[src/rtl/uart_imem_loader_if.sv]
// Instruction-memory write bus driven by the UART boot loader.
// The master drives one-cycle write strobes; address and data hold between writes.
interface uart_imem_loader_if #(
    parameter int ADDR_WIDTH = 32,
    parameter int DATA_WIDTH = 32
);
    logic                  imem_we_out;
    logic [ADDR_WIDTH-1:0] imem_addr_out;
    logic [DATA_WIDTH-1:0] imem_wdata_out;

    modport master (
        output imem_we_out,
        output imem_addr_out,
        output imem_wdata_out
    );

    modport slave (
        input imem_we_out,
        input imem_addr_out,
        input imem_wdata_out
    );
endinterface

[src/rtl/uart_imem_loader.sv]
// UART boot loader: receives a length-prefixed little-endian image over 8N1 serial,
// writes it word by word into imem, and holds the core in reset until it is complete.
module uart_imem_loader #(
    parameter int CLK_FREQ   = 50_000_000,
    parameter int BAUD       = 115_200,
    parameter int ADDR_WIDTH = 32,
    parameter int DATA_WIDTH = 32,
    parameter int MAX_WORDS  = 1024
) (
    input  logic                clk,
    input  logic                rst_n,
    input  logic                rx_in,
    uart_imem_loader_if.master  imem,
    output logic                cpu_rst_out,
    output logic                load_done_out,
    output logic                err_out,
    output logic [15:0]         words_loaded_out
);

    localparam int CLKS_PER_BIT = CLK_FREQ / BAUD;
    localparam int TW           = $clog2(CLKS_PER_BIT + 1);
    localparam logic [TW-1:0] HALF_T = TW'(CLKS_PER_BIT / 2);
    localparam logic [TW-1:0] LAST_T = TW'(CLKS_PER_BIT - 1);
    localparam logic [16:0]   MAX_N  = 17'(MAX_WORDS);

    typedef enum logic [1:0] {RX_IDLE, RX_START, RX_DATA, RX_STOP} rx_state_e;
    typedef enum logic [2:0] {LD_LEN0, LD_LEN1, LD_DATA, LD_DONE, LD_ERR} ld_state_e;

    // Receiver state
    logic            sync1_q, sync2_q;
    rx_state_e       rx_state_q, rx_state_d;
    logic [TW-1:0]   timer_q, timer_d;
    logic [2:0]      bit_cnt_q, bit_cnt_d;
    logic [7:0]      shift_q, shift_d;
    logic            stop_wait_q, stop_wait_d;
    logic            byte_valid_q, byte_valid_d;
    logic            frame_err_q, frame_err_d;

    // Loader state
    ld_state_e       ld_state_q, ld_state_d;
    logic [7:0]      len_lo_q, len_lo_d;
    logic [15:0]     len_q, len_d;
    logic [15:0]     idx_q, idx_d;
    logic [1:0]      lane_q, lane_d;
    logic [23:0]     word_q, word_d;
    logic                  imem_we_q, imem_we_d;
    logic [ADDR_WIDTH-1:0] imem_addr_q, imem_addr_d;
    logic [DATA_WIDTH-1:0] imem_wdata_q, imem_wdata_d;
    logic [15:0]     words_loaded_q, words_loaded_d;
    logic            load_done_q, load_done_d;
    logic            err_q, err_d;
    logic            cpu_rst_q, cpu_rst_d;

    logic            rx_s;
    logic            half_tick, bit_tick;
    logic [15:0]     len_n;
    logic [15:0]     idx_inc;
    logic [17:0]     addr_full;

    assign rx_s      = sync2_q;
    assign half_tick = (timer_q == HALF_T);
    assign bit_tick  = (timer_q == LAST_T);
    assign len_n     = {shift_q, len_lo_q};
    assign idx_inc   = idx_q + 16'd1;
    assign addr_full = {idx_q, 2'b00};

    // State register for both FSMs and all datapath flops.
    // NOTE: sequential state uses non-blocking (<=) so every flop samples pre-edge values.
    always_ff @(posedge clk or negedge rst_n) begin
        if (!rst_n) begin
            sync1_q        <= 1'b1;
            sync2_q        <= 1'b1;
            rx_state_q     <= RX_IDLE;
            timer_q        <= '0;
            bit_cnt_q      <= '0;
            shift_q        <= '0;
            stop_wait_q    <= 1'b0;
            byte_valid_q   <= 1'b0;
            frame_err_q    <= 1'b0;
            ld_state_q     <= LD_LEN0;
            len_lo_q       <= '0;
            len_q          <= '0;
            idx_q          <= '0;
            lane_q         <= '0;
            word_q         <= '0;
            imem_we_q      <= 1'b0;
            imem_addr_q    <= '0;
            imem_wdata_q   <= '0;
            words_loaded_q <= '0;
            load_done_q    <= 1'b0;
            err_q          <= 1'b0;
            cpu_rst_q      <= 1'b1;
        end else begin
            sync1_q        <= rx_in;
            sync2_q        <= sync1_q;
            rx_state_q     <= rx_state_d;
            timer_q        <= timer_d;
            bit_cnt_q      <= bit_cnt_d;
            shift_q        <= shift_d;
            stop_wait_q    <= stop_wait_d;
            byte_valid_q   <= byte_valid_d;
            frame_err_q    <= frame_err_d;
            ld_state_q     <= ld_state_d;
            len_lo_q       <= len_lo_d;
            len_q          <= len_d;
            idx_q          <= idx_d;
            lane_q         <= lane_d;
            word_q         <= word_d;
            imem_we_q      <= imem_we_d;
            imem_addr_q    <= imem_addr_d;
            imem_wdata_q   <= imem_wdata_d;
            words_loaded_q <= words_loaded_d;
            load_done_q    <= load_done_d;
            err_q          <= err_d;
            cpu_rst_q      <= cpu_rst_d;
        end
    end

    // RX next-state logic.
    // NOTE: every combinational output gets a default first so no latch is inferred.
    always_comb begin
        rx_state_d = rx_state_q;
        unique case (rx_state_q)
            RX_IDLE:  if (!rx_s) rx_state_d = RX_START;
            RX_START: if (half_tick) rx_state_d = rx_s ? RX_IDLE : RX_DATA;
            RX_DATA:  if (bit_tick && bit_cnt_q == 3'd7) rx_state_d = RX_STOP;
            RX_STOP: begin
                if (stop_wait_q) begin
                    if (rx_s) rx_state_d = RX_IDLE;
                end else if (bit_tick && rx_s) begin
                    rx_state_d = RX_IDLE;
                end
            end
            default:  rx_state_d = RX_IDLE;
        endcase
    end

    // RX outputs and bit-timing datapath.
    always_comb begin
        timer_d      = timer_q + TW'(1);
        bit_cnt_d    = bit_cnt_q;
        shift_d      = shift_q;
        stop_wait_d  = stop_wait_q;
        byte_valid_d = 1'b0;
        frame_err_d  = 1'b0;
        unique case (rx_state_q)
            RX_IDLE: begin
                timer_d     = '0;
                bit_cnt_d   = '0;
                stop_wait_d = 1'b0;
            end
            RX_START: if (half_tick) timer_d = '0;
            RX_DATA: begin
                if (bit_tick) begin
                    timer_d   = '0;
                    shift_d   = {rx_s, shift_q[7:1]};
                    bit_cnt_d = bit_cnt_q + 3'd1;
                end
            end
            RX_STOP: begin
                // A bad stop bit parks here until the line returns high.
                if (stop_wait_q) begin
                    timer_d = '0;
                end else if (bit_tick) begin
                    timer_d = '0;
                    if (rx_s) begin
                        byte_valid_d = 1'b1;
                    end else begin
                        frame_err_d = 1'b1;
                        stop_wait_d = 1'b1;
                    end
                end
            end
            default: timer_d = '0;
        endcase
    end

    // Loader next-state logic.
    always_comb begin
        ld_state_d = ld_state_q;
        unique case (ld_state_q)
            LD_LEN0: begin
                if (frame_err_q)       ld_state_d = LD_ERR;
                else if (byte_valid_q) ld_state_d = LD_LEN1;
            end
            LD_LEN1: begin
                if (frame_err_q) begin
                    ld_state_d = LD_ERR;
                end else if (byte_valid_q) begin
                    if (len_n == 16'd0)                 ld_state_d = LD_DONE;
                    else if ({1'b0, len_n} > MAX_N)     ld_state_d = LD_ERR;
                    else                                ld_state_d = LD_DATA;
                end
            end
            LD_DATA: begin
                if (frame_err_q) begin
                    ld_state_d = LD_ERR;
                end else if (byte_valid_q && lane_q == 2'd3 && idx_inc == len_q) begin
                    ld_state_d = LD_DONE;
                end
            end
            LD_DONE: ld_state_d = LD_DONE;
            LD_ERR:  ld_state_d = LD_ERR;
            default: ld_state_d = LD_ERR;
        endcase
    end

    // Loader outputs: word assembly, imem writes and sticky status.
    always_comb begin
        len_lo_d       = len_lo_q;
        len_d          = len_q;
        idx_d          = idx_q;
        lane_d         = lane_q;
        word_d         = word_q;
        imem_we_d      = 1'b0;
        imem_addr_d    = imem_addr_q;
        imem_wdata_d   = imem_wdata_q;
        words_loaded_d = words_loaded_q;
        unique case (ld_state_q)
            LD_LEN0: if (byte_valid_q) len_lo_d = shift_q;
            LD_LEN1: begin
                if (byte_valid_q) begin
                    len_d  = len_n;
                    idx_d  = '0;
                    lane_d = '0;
                end
            end
            LD_DATA: begin
                if (byte_valid_q) begin
                    lane_d = lane_q + 2'd1;
                    unique case (lane_q)
                        2'd0: word_d[7:0]   = shift_q;
                        2'd1: word_d[15:8]  = shift_q;
                        2'd2: word_d[23:16] = shift_q;
                        2'd3: begin
                            imem_we_d      = 1'b1;
                            imem_wdata_d   = DATA_WIDTH'({shift_q, word_q});
                            imem_addr_d    = ADDR_WIDTH'(addr_full);
                            words_loaded_d = idx_inc;
                            idx_d          = idx_inc;
                        end
                        default: lane_d = '0;
                    endcase
                end
            end
            default: ;
        endcase

        // An empty image releases the core one cycle after its length byte.
        load_done_d = (ld_state_q == LD_DONE) ||
                      (ld_state_q == LD_LEN1 && byte_valid_q && !frame_err_q && len_n == 16'd0);
        err_d       = (ld_state_d == LD_ERR);
        cpu_rst_d   = !load_done_d;
    end

    assign imem.imem_we_out    = imem_we_q;
    assign imem.imem_addr_out  = imem_addr_q;
    assign imem.imem_wdata_out = imem_wdata_q;
    assign cpu_rst_out         = cpu_rst_q;
    assign load_done_out       = load_done_q;
    assign err_out             = err_q;
    assign words_loaded_out    = words_loaded_q;

endmodule

[src/flat_wrapper.sv]
// flat-port wrapper written by rule: the top's interface ports become plain ports
module uart_imem_loader_flat 
#(
    parameter int CLK_FREQ   = 50_000_000,
    parameter int BAUD       = 115_200,
    parameter int ADDR_WIDTH = 32,
    parameter int DATA_WIDTH = 32,
    parameter int MAX_WORDS  = 1024
)
  (clk, rst_n, rx_in, cpu_rst_out, load_done_out, err_out, words_loaded_out, imem_imem_we_out, imem_imem_addr_out, imem_imem_wdata_out);
  uart_imem_loader_if #(.ADDR_WIDTH(ADDR_WIDTH), .DATA_WIDTH(DATA_WIDTH)) imem_i ();
  input  logic clk;
  input  logic rst_n;
  input  logic rx_in;
  output logic cpu_rst_out;
  output logic load_done_out;
  output logic err_out;
  output logic [15:0] words_loaded_out;
  output wire logic [$bits(imem_i.imem_we_out)-1:0] imem_imem_we_out;
  output wire logic [$bits(imem_i.imem_addr_out)-1:0] imem_imem_addr_out;
  output wire logic [$bits(imem_i.imem_wdata_out)-1:0] imem_imem_wdata_out;
  assign imem_imem_we_out = imem_i.imem_we_out;
  assign imem_imem_addr_out = imem_i.imem_addr_out;
  assign imem_imem_wdata_out = imem_i.imem_wdata_out;
  uart_imem_loader #(.CLK_FREQ(CLK_FREQ), .BAUD(BAUD), .ADDR_WIDTH(ADDR_WIDTH), .DATA_WIDTH(DATA_WIDTH), .MAX_WORDS(MAX_WORDS)) u_core (.clk(clk), .rst_n(rst_n), .rx_in(rx_in), .imem(imem_i), .cpu_rst_out(cpu_rst_out), .load_done_out(load_done_out), .err_out(err_out), .words_loaded_out(words_loaded_out));
endmodule
[config.mk]
export PLATFORM = sky130hd
export DESIGN_NAME = uart_imem_loader_flat
export DESIGN_NICKNAME = d
export VERILOG_FILES = /design/src/rtl/uart_imem_loader_if.sv /design/src/rtl/uart_imem_loader.sv /design/src/flat_wrapper.sv
export SDC_FILE = /design/constraint.sdc
export NUM_CORES = 1
export LEC_CHECK = 0
export ABC_AREA = 0
export BUFFER_PORTS_ARGS = -buffer_cell sky130_fd_sc_hd__buf_2
export CORE_ASPECT_RATIO = 0.5
export CORE_UTILIZATION = 40
export CTS_BUF_LIST = sky130_fd_sc_hd__clkbuf_4 sky130_fd_sc_hd__clkbuf_8 sky130_fd_sc_hd__clkbuf_16
export CTS_CLUSTER_SIZE = 8
export DETAILED_ROUTE_END_ITERATION = 10
export PLACE_DENSITY = 0.64
export SLEW_MARGIN = 30
export SYNTH_ARGS = -nofsm -noshare
export SYNTH_HDL_FRONTEND = slang
export SYNTH_SLANG_ARGS = --single-unit
[constraint.sdc]
create_clock -name clk -period 6.36 [get_ports clk]
set_input_delay 0.954 -clock clk [delete_from_list [all_inputs] [get_ports clk]]
set_output_delay 0.954 -clock clk [all_outputs]
set_load 0.01 [all_outputs]
Word-level counts from Yosys, hierarchy flattened
Index checks and enable logic that the tools add are counted.
Widths: inputs -> output; s select.
{"block": "totals", "input_bits": 3, "out_inout_bits": 84, "regBits": 164, "word_cells": 123}
{"block": "classes", "n_addsub": 4, "magnitude_cmp": 1, "n_mux": 43, "n_reduce_logical": 28, "eq_ne": 23}
{"cell": "$mux 16", "count": 3}
{"cell": "$pmux 9 s4", "count": 1}
{"cell": "$pmux 16 s2", "count": 1}
{"cell": "$mux 3", "count": 9}
{"cell": "$mux 9", "count": 3}
{"cell": "$mux 2", "count": 9}
{"cell": "$add 16x1->16 const B", "count": 1}
{"cell": "$eq 16x16->1", "count": 1}
{"cell": "$gt 16x11->1 const B", "count": 1}
{"cell": "$logic_not 16->1", "count": 1}
{"cell": "$reduce_and 3->1", "count": 5}
{"cell": "$mux 1", "count": 12}
{"cell": "$ne 2x1->1 const B", "count": 6}
{"cell": "$pmux 3 s4", "count": 1}
{"cell": "$add 9x1->9 const B", "count": 1}
{"cell": "$eq 9x8->1 const B", "count": 1}
{"cell": "$eq 9x9->1 const B", "count": 1}
{"cell": "$eq 2x2->1 const B", "count": 4}
{"cell": "$pmux 2 s4", "count": 1}
{"cell": "$reduce_and 2->1", "count": 4}
{"cell": "$logic_and 1x1->1", "count": 7}
{"cell": "$eq 3x2->1 const B", "count": 2}
{"cell": "$eq 3x3->1 const B", "count": 2}
{"cell": "$pmux 3 s2", "count": 1}
{"cell": "16 further kinds", "count": 21}

Depth between registers and ports, before layout
Gate-level depths: netlist (run 1).
{"block": "logic_depth", "ltp_word": 7, "mapped_depth": 9, "depth_no_buf": 8}

Worst setup path before layout (run 1)
Ideal clock, no wire load.
{"block": "synth_path", "kind": "register to register", "startpoint": "register u_core.idx_q[1]", "endpoint": "register u_core.ld_state_q[0]", "required_ns": 6.284, "stages_incl_launch_ff": 8, "arrival_ns": 1.981, "n_path_buf": 0, "slack_ns": 4.302, "path_cell_list": "dfrtp_1 > ha_1 > nand3_4 > nor4_2 > xnor2_1 > nor2_1 > a2111o_1 > o21ai_1"}
{"block": "synth_between", "elab_chain_len": 6}
{"element": "start: declaration", "line": "uart_imem_loader.sv:43", "rtl": "logic [15:0] idx_q, idx_d;"}
{"element": "start signal: assignment", "line": "uart_imem_loader.sv:106", "rtl": "idx_q <= idx_d;"}
{"element": "$add 16x1->16", "line": "uart_imem_loader.sv:64", "rtl": "assign idx_inc = idx_q + 16'd1;"}
{"element": "$eq 16x16->1", "line": "uart_imem_loader.sv:198", "rtl": "end else if (byte_valid_q && lane_q == 2'd3 && idx_inc == len_q) begin"}
{"element": "$logic_and 1x1->1", "line": "uart_imem_loader.sv:198"}
{"element": "$mux 3", "line": "uart_imem_loader.sv:198"}
{"element": "$mux 3", "line": "uart_imem_loader.sv:196", "rtl": "if (frame_err_q) begin"}
{"element": "$pmux 3 s4", "line": "uart_imem_loader.sv:181", "rtl": "unique case (ld_state_q)"}
{"element": "named net u_core.ld_state_d[0]", "line": "uart_imem_loader.sv:40", "rtl": "ld_state_e ld_state_q, ld_state_d;"}
{"element": "end signal: assignment", "line": "uart_imem_loader.sv:103", "rtl": "ld_state_q <= ld_state_d;"}
{"element": "end: declaration", "line": "uart_imem_loader.sv:40"}
The timed path passes the listed nets, and every way through them passes these cells.
A chain may end at the register's enable or synchronous reset.

Worst setup path after layout (run 1)
{"block": "layout_path", "startpoint": "register u_core.ld_state_q[0]", "endpoint": "register u_core.idx_q[12]"}
{"block": "layout_between", "elab_chain_len": 3, "word_cells_on_any_way": 8, "classes_between": "5 x eq/ne; 1 x mux; 2 x reduce/logical"}
{"element": "$eq 3x2->1 / $eq 3x1->1 (equally long branches)", "line": "uart_imem_loader.sv:219", "rtl": "unique case (ld_state_q)"}
{"element": "$ne 2x1->1 (no source line) / $reduce_bool 2->1 (equally long branches)"}
{"element": "$reduce_and 4->1 (no source line)"}
Parallel ways exist; a longest one is shown, timed or not.

==> impl.org, run 1 <==
** STA
- The final-report max-slew violation count is 0.
- Counting I/O delays and the setup requirement, the final critical path takes 2.86 ns.
- Number of setup violations in the final report :: 0
- Highest Clock Rate :: 0.349 GHz
- Headroom to the max-slew limit came out at a little over two fifths.
- The clock arrives with about 0.015 ns of skew.
- Slew @ Worst Pin :: 0.854 ns
- Setup repair after global routing left no endpoint under its margin.
- Ratio of final minimum period to clock period :: a little under half
- The final number of hold-violating endpoints was 0.
- Setup TNS :: 0 ns

** Synthesis
- The cell count after synthesis came out at 733.
- Share of flip-flops with an asynchronous set or reset after synthesis :: 100%
- Dominant synthesized flop cell :: dfrtp_1
- Count of synthesis-stage warnings from yosys :: 0
- Cell types occupying the most area after synthesis :: dfrtp_1, nand2_1, mux2_2
- A synthesized cell averages approximately 10 sq um.
- The synthesized design spends more area on one cell type than any other, namely dfrtp_1.
- Number of enable flip-flop cells after synthesis :: 0
- In this run, distinct cell masters in the synthesized netlist total 61.
- Fraction of the yosys area taken by sequential cells :: a little over half
- Flops & latches, synth :: 164
- Summed over its instances, the top area cell type makes up around 53% of the synthesized netlist area.
- In the post-synthesis netlist, the cell with the most instances is nand2_1.
- Ranked by instance count, the synthesized netlist is headed by nand2_1, dfrtp_1, mux2_2.
- The mapped netlist covers 0.00762 sq mm.

** Setup path
- Data on the critical path is required at its endpoint by roughly 6.7 ns.
- In this run the register-to-register setup slack is 3.50 ns.
- The signal on the critical path passes through and4bb_1, nand2_8, inv_1, buf_4, nand2_1, o21ai_0.
- Critical path startpoint category :: flip-flop
- Together, buffers and inverters on the worst path number 2.
- Critical Path Sink Type :: flip-flop
- Measured in cells, the most critical reg-to-reg path has a length of 6.
- In this run the critical register-to-register path is captured at u_core.idx_q[12].
- Top delay family on crit path :: simple AND/OR/NAND/NOR gates
- Category of the most critical setup path :: flip-flop to flip-flop
- Of all nets on the critical path, the largest fanout is between 100 and 150.
- RR Startpoint :: u_core.ld_state_q[0]
- The largest single stage delay on the critical path is approximately 0.61 ns.
- The slowest stage of the critical path is the inv_1 cell.
- For the worst setup path, the data arrival time is 3.20 ns.

** Clock network
- In this run the post-CTS setup repair buffer count came out at 0.
- Insertion delay to the later sink of the worst-skew pair :: 0.42 ns
- In this run, post-CTS hold repair placed 0 buffers.
- Maximum count of clock buffers along a single path :: 2
- Number of buffers inserted during clock tree synthesis :: 17
- After clock tree synthesis, the clock-pin slew on the worst setup and hold paths is 0.07 ns.
- Clock root buffer master :: clkbuf_16
- In this run, post-CTS repair resized a total of 0 instances.
- H-Tree Level Count :: 4
- Clock sink count :: 164
- TritonCTS built the clock tree.

** Pwr
- Areal power density over the cells :: between 200 and 250 mW/mm^2
- The worst-case IR drop observed on VDD is 0.000187 V.
- Lkg Pwr :: 4.47 nW

** Floorplan
- Top-level port count :: 87
- In this run the horizontal extent of the chip is 197 microns.
- Row count :: 35
- Initial Util :: 41.1%
- In this run the vertical extent of the chip is about 100 microns.
- The total area inside the core boundary comes to 0.0185 sq mm.
- The die covers 0.0196 sq mm.

** Layout
- Synth-to-layout area growth :: 13.6%
- The layout has approximately 1700 filler cells.
- Area of the multi-input gates :: 0.00324 sq mm
- The finished layout holds 1058 standard cells, fillers aside.
- Fraction of layout cells with a size suffix above 1 :: 23.2%
- The repair_antennas step left the layout with diodes totalling 0.
- For this run, the post-layout net count is 802.
- Area taken by flip-flops and latches :: 0.00411 sq mm

** Min path
- Cell depth of the worst min-delay path :: 0
- The startpoint identified for the worst hold timing path is u_core.sync1_q.
- For hold timing, the worst endpoint is u_core.rx_s.
- The worst hold path belongs to the class flip-flop to flip-flop.

** Place
- Routability cong. :: 0.837
- HPWL after detailed placement :: approximately 11000 microns
- After detailed placement, the design holds a cell count of 1026.
- Port buffering added 70 buffers.

** GRT
- The first global-routing pass estimated 26800 microns of wire.
- Across every metal layer, demand over resource in global routing totals between 15 and 20%.
- Entering global routing, the biggest net connects approximately 110 pins.
- Leftover overflow at the end of global routing :: 0
- The initial antenna violation count was 0.
- The number of global-route vias before repair is about 5200.

** Drt
- For this run, the detailed router's first-pass iteration total came to 4.
- Remaining design rule violation count :: 0
- Summed over all layers, the routed wires come to 16200 microns.
- Routed via count divided by cell count :: 4.94
- Summing over every cut layer, the via total after detailed routing is approximately 5200.
- In the final routed layout, each cell accounts on average for approximately 15 microns.
- Residual antenna-violating net count after detailed routing :: 0
- In this run, the number of DRC markers left after iteration 0 of detailed routing was 476.

** Job
- Max-cap violations in this run came to 0.

** Outcome
- Status :: finished clean
[worst max path at each step]
| stage | startpoint | to | cells after the start |
|---|---|---|---|
| global placement | u_core.ld_state_q[0] | u_core.idx_q[12] | 6 |
| floorplan | u_core.idx_q[1] | u_core.ld_state_q[0] | 7 |
| detailed placement | u_core.ld_state_q[0] | u_core.idx_q[12] | 6 |
| finish | u_core.ld_state_q[0] | u_core.idx_q[12] | 6 |
| CTS | u_core.ld_state_q[0] | u_core.idx_q[12] | 6 |
| global route | u_core.ld_state_q[0] | u_core.idx_q[12] | 6 |
[sequential cells by signal (all words and copies together) (netlist names), 8 cells and up, named ones only]
register                    cells
u_core.len_q                   16
u_core.words_loaded_out        16
u_core.imem.imem_wdata_out     32
u_core.shift_q                  8
u_core.timer_q                  9
u_core.idx_q                   16
u_core.imem.imem_addr_out      16
u_core.word_q                  24
u_core.len_lo_q                 8
[per-stage QoR]
stage / setup slack, ns / hold slack [ns] / cell area [sq um] / utilization [%] / total power [mW]
2_1_floorplan: 4.30 / 0.345 / 7680 / - / 1.08
4_1_cts: 3.20 / 0.360 / 8650 / 46.7 / 2.06
5_1_grt: 3.19 / 0.361 / 8660 / 46.7 / 2.11
6_report: 3.50 / 0.359 / 8660 / 46.7 / 2.04
3_3_place_gp: 3.32 / 0.346 / 8090 / 43.7 / 1.09
3_5_place_dp: 3.22 / 0.350 / 8090 / 43.7 / 1.09
[layer usage]
metal / up-vias / global-route usage [%] / wire length [microns] / part of all wire, %
li1: 2533 / - / - / -
met2: 103 / 27.3 / 7450 / 46
met5: - / 0 / 0 / 0
met3: 16 / 3.56 / 725 / 4.5
met1: 2577 / 23.9 / 7870 / 49
met4: 0 / 5.31 / 150 / 0.93
[cell type report]
class	count	share of cell area (%)
well taps	259	3.74
clock buffers	20	5.32
multi-input cells	517	37.4
clock inverters	12	1.07
flip-flops and latches	164	47.4
repair buffers	73	4.41
inverters	13	0.564
[cells by family (layout without fill, tap and decap cells)]
| family | after synthesis | in the layout | synth area share, % |
|---|---|---|---|
| flops | 164 | 164 | 53.9 |
| fa+ha+maj | 13 | 13 | 2.13 |
| mux | 58 | 58 | 8.56 |
| compound gates | 86 | 86 | 7.50 |
| xor+xnor | 34 | 34 | 4.27 |
| buf+inv | 67 | 118 | 4.55 |
| other cells | 1 | 16 | 0.0492 |
| simple gates | 310 | 310 | 19.0 |
[where the power goes]
group / switching (mW) / internal (mW) / leakage [nW]
clock: 0.433 / 0.532 / 0.276
sequential: 0.00108 / 1.04 / 2.27
combinational: 0.0239 / 0.00146 / 1.92
total: 0.458 / 1.58 / 4.47
[worst register-to-register path: cells and delay by family (launching register included)]
kind	cells	cell delay, ns
and+or+nand+nor	3	1.07
buffers and inverters	2	1.09
AOI/OAI and AO/OA	1	0.14
DFF	1	0.47
[cell usage in the layout (no fill, tap or decap), types with 4 or more instances in the layout]
cell type	instances
nand2_1	200
dfrtp_1	161
buf_2	69
mux2_2	57
o21ai_0	42
nor2_1	35
xnor2_1	19
clkbuf_16	17
conb_1	16
inv_1	13
xor2_1	13
ha_1	13
nand3_1	10
nor2b_1	9
nor3_1	7
o31ai_1	7
nand2b_1	6
a21oi_1	6
inv_6	6
and3_1	5
nand4_1	5
a22o_1	5
nor4_2	4
No activity file was read; power rests on OpenSTA's default activity.
==> run 2: changes to the inputs <==
Settings changed: ABC_AREA 0 to 1.
Clock period 6.36 ns to 2.85 ns, I/O delays scaled along.
==> run 2 against run 1 <==
The flow now finishes with violations (hold timing). Synthesized cell count is 14% higher. Worst hold slack worse by 0.37 ns. Utilization is 1.2 points higher. Global-route usage is 0.61 points higher. Setup slack worse by 2.6 ns. Die area is 6.0% lower. Non-clock buffer count is 3 higher. Combinational power is 150% higher. Clock power grew to 2.5 times the previous value. Count of clock-buffer cells in the layout is 2 lower. Sequential power is 120% higher. Total power is 140% higher. Largest power group is now clock.
==> impl.org, run 2 <==
** Drt
- The starting DRC count in detailed routing was 454 (-4.6%).
- Detailed Routing Iterations Pass 1 :: 6 (+2)
- The vias per cell came to 4.76 (-3.7%).
- Wirelength per Cell :: 13.5 microns (-12%)
- The DRC violation count after routing came to 0 (unchanged).
- The aggregate routed wire length is 15500 microns (-4.1%).
- The count of vias placed by the detailed router was 5477 (+4.7%).
- The remaining number of nets flagged by the antenna check after routing is 0 (unchanged).

** STA
- The number of setup violations in the final report was 0 (unchanged).
- The final number of hold-violating endpoints is 3 (+3).
- Setup TNS :: 0 ns (unchanged)
- The top achievable clock speed was 0.510 GHz (+46%).
- Final min period :: 1.96 ns (-0.906 ns)
- The worst max-slew margin expressed relative to the limit was 58.1% (+15 points).
- The final clock skew came to 0.0128 ns (-0.00209 ns).
- Worst hold slack :: -0.00674 ns (-0.366 ns)
- Fin. max-slew vios :: 0 (unchanged)
- The post-route clock period utilization is 68.7% (+24 points).
- The slew at the pin with the worst max-slew slack was 0.629 ns (-0.225 ns).
- Setup repair after global routing left no endpoint under its margin.

** Layout
- Commonest non-fill, non-tap cells in the layout :: nand2_1, dfrtp_1, o21ai_0, inv_1, buf_2
- Non-filler cells in the finished layout :: 1151 (+8.8%)
- Final Net Count :: 920 (+15%)
- Flip-flop count of the largest register after layout :: 32 (unchanged)
- Diodes inserted :: 0 (unchanged)
- The count of filler cells inserted in the layout is 1690 (-2.1%).
- Fraction of layout cells with a size suffix above 1 :: 14.2% (-9.0 points)
- Most frequent standard cell in the layout excluding fill and tap cells :: nand2_1
- Post-Layout Inst Area :: 0.00836 sq mm (-3.5%)
- Synth-to-layout area growth :: 16.7%
- The core utilization of the finished layout was 47.9% (+1.2 points).

** Synthesis
- Post-synthesis cell type count :: 33 (-46%)
- The count of flip-flops with a built-in enable after synthesis was 0 (unchanged).
- The number of flip-flops and latches in the synthesized netlist was 164 (unchanged).
- The synthesized area per cell is 8.60 sq um (-17%).
- Library cell with the largest summed area after synthesis :: dfrtp_1
- Share of flip-flops with an asynchronous set or reset after synthesis :: 100% (unchanged)
- The commonest cells after synthesis are nand2_1, dfrtp_1, o21ai_0.
- The total of warnings raised by yosys is 0 (unchanged).
- Post-synth top area share :: 56.3% (+3.4 points)
- Yosys instantiated no cell more often than nand2_1.
- Fraction of the yosys area taken by sequential cells :: 57.4% (+3.5 points)
- The total standard cell area after synthesis was 0.00716 sq mm (-6.1%).
- Dominant synthesized flop cell :: dfrtp_1
- The cell count after synthesis is 832 (+14%).
- Cell types occupying the most area after synthesis :: dfrtp_1, nand2_1, o21ai_0

** Place
- The total placed instance area came to 0.00773 sq mm (-4.5%).
- Total placed cells including tap cells :: 1119 (+9.1%)
- The sum of net half-perimeters after detailed placement came to 10600 microns (-1.2%).
- The final RePlAce weighted congestion was 0.857 (+2.4%).
- The count of input and output buffers is 70 (unchanged).

** GRT
- Wire length of the first global-routing pass :: 25600 microns (-4.5%)
- Leftover overflow at the end of global routing :: 0 (unchanged)
- Global Route met3 Usage :: 3.72% (+0.16 points)
- Global-route met2 utilization :: 28.5% (+1.2 points)
- Antenna violations before repair :: 0 (unchanged)
- The number of global-route vias before repair was 5208 (+0.72%).
- Layer carrying the most global-route usage :: met2
- Largest net degree at the start of global routing :: 67 (-39%)
- The global-route usage over all layers was 17.9% (+0.61 points).
- Met1 track demand over resource :: 24.3% (+0.37 points)

** Pwr
- Lkg Pwr :: 4.29 nW (-4.1%)
- The cell area power density came to 576 mW/mm^2 (+140%).
- The post-layout total power is 4.81 mW (+140%).
- The peak supply drop came to 0.000415 V (+120%).

** Setup path
- Largest fanout on the critical path :: 6 (-94%)
- The data required time at the worst endpoint was 3.21 ns (-3.48 ns).
- The worst setup path is of the flip-flop to flip-flop kind.
- Data arrival at the endpoint of the critical path :: 2.32 ns (-0.88 ns)
- Critical path startpoint category :: flip-flop
- The worst setup path is captured at a flip-flop.

** Clock network
- Clock tree from TritonCTS :: done
- Clock root buffer master :: clkbuf_16
- Number of buffers added for setup after CTS :: 0 (unchanged)
- The clock transition at the register clock pins on the worst setup and hold paths after CTS came to 0.07 ns (about the same).
- Clock sink count :: 164 (unchanged)
- Number of buffers inserted during clock tree synthesis :: 17 (unchanged)
- The worst-skew pair later-pin latency was 0.42 ns (about the same).
- The level count of the clock H-tree is 4 (unchanged).
- Hold buffers post-CTS :: 0 (unchanged)
- Maximum count of clock buffers along a single path :: 2 (unchanged)
- Post_cts resized :: 0 (unchanged)

** Min path
- The min-delay analysis places its worst path in the category primary input to asynchronous set/reset pin.

** Floorplan
- Initial Util :: 41.0% (-0.10 points)
- The horizontal die dimension was 191 microns (-3.1%).
- Die area :: 0.0185 sq mm (-6.0%)
- The core area came to 0.0174 sq mm (-5.8%).
- Y dimension of the die :: 96.6 microns (-3.0%)
- The number of cell rows came to 34 (-2.9%).
- The number of ports placed on the die boundary came to 87 (unchanged).

** Job
- The count of max-cap constraint violations came to 0 (unchanged).

** Outcome
- The run finished, with violations left.
- The final reports fail on hold timing.
==> run 2: critical path, stage by stage (launching register included) <==
cell     delay (ns)
dfrtp_1        0.47
ha_1           0.25
nand3_1        0.18
nor2_1         0.24
nand4_1        0.15
nand2_1        0.14
nor2_1         0.05
nor2_1         0.09
nand2_1        0.05
nor2_1         0.10
nand2_1        0.11
nand2_1        0.07
==> run 2: per-layer routing <==
| layer | part of all wire, % | up-vias |
|---|---|---|
| met5 | 0 | - |
| met2 | 45 | 104 |
| li1 | - | 2766 |
| met1 | 50 | 2585 |
| met3 | 3.8 | 22 |
| met4 | 0.95 | 0 |
==> run 2: path summary, 6_finish.rpt <==
check                      cells after the start            start                            end  slack [ns]
setup / recovery                              11  u_core.idx_q[0]           u_core.ld_state_q[0]        0.89
hold / removal                                 1            rst_n  u_core.imem.imem_addr_out[14]      -0.007
setup reg to reg                              11  u_core.idx_q[0]           u_core.ld_state_q[0]        0.89
hold reg to reg                                0   u_core.sync1_q                    u_core.rx_s        0.36
max in group asynchronous                      2            rst_n             u_core.cpu_rst_out        2.09
min in group clk                               1            rx_in                 u_core.sync1_q        0.10
==> run 2: logic make-up (layout without fill, tap and decap cells) <==
logic type                 Yosys count  in the layout  share of synthesized area [%]
and+or+nand+nor                    410            410                           23.7
DFF                                164            164                           57.4
AOI/OAI and AO/OA                  123            123                           8.90
buffers and inverters              115            185                           6.91
adders and majority gates           13             13                           2.27
xor gates and xnor gates             6              6                          0.734
other                                1             16                         0.0524
==> run 2: area by class of cell <==
type | count | area [sq um] | area share, %
Tap cell | 234 | 293 | 3.50
Multi-Input combinational cell | 568 | 2610 | 31.3
Sequential cell | 164 | 4110 | 49.2
Clock inverter | 14 | 186 | 2.23
Clock buffer | 18 | 439 | 5.26
Inverter | 77 | 289 | 3.46
Timing Repair Buffer | 76 | 427 | 5.11
==> run 2: through the flow <==
stage / hold slack, ns / worst slack [ns]
detailed placement: 0.353 / 0.913
finish: -0.00674 / 0.891
CTS: 0.0139 / 0.898
global route: 0.0360 / 0.697
floorplan: 0.132 / 1.30
global placement: 0.347 / 0.961
==> run 2: power breakdown <==
| group | switching, mW | internal [mW] | leakage (nW) | total (mW) |
|---|---|---|---|---|
| registers | 0.00130 | 2.33 | 2.27 | 2.33 |
| logic | 0.0548 | 0.00768 | 1.71 | 0.0625 |
| clock network | 0.988 | 1.43 | 0.307 | 2.42 |
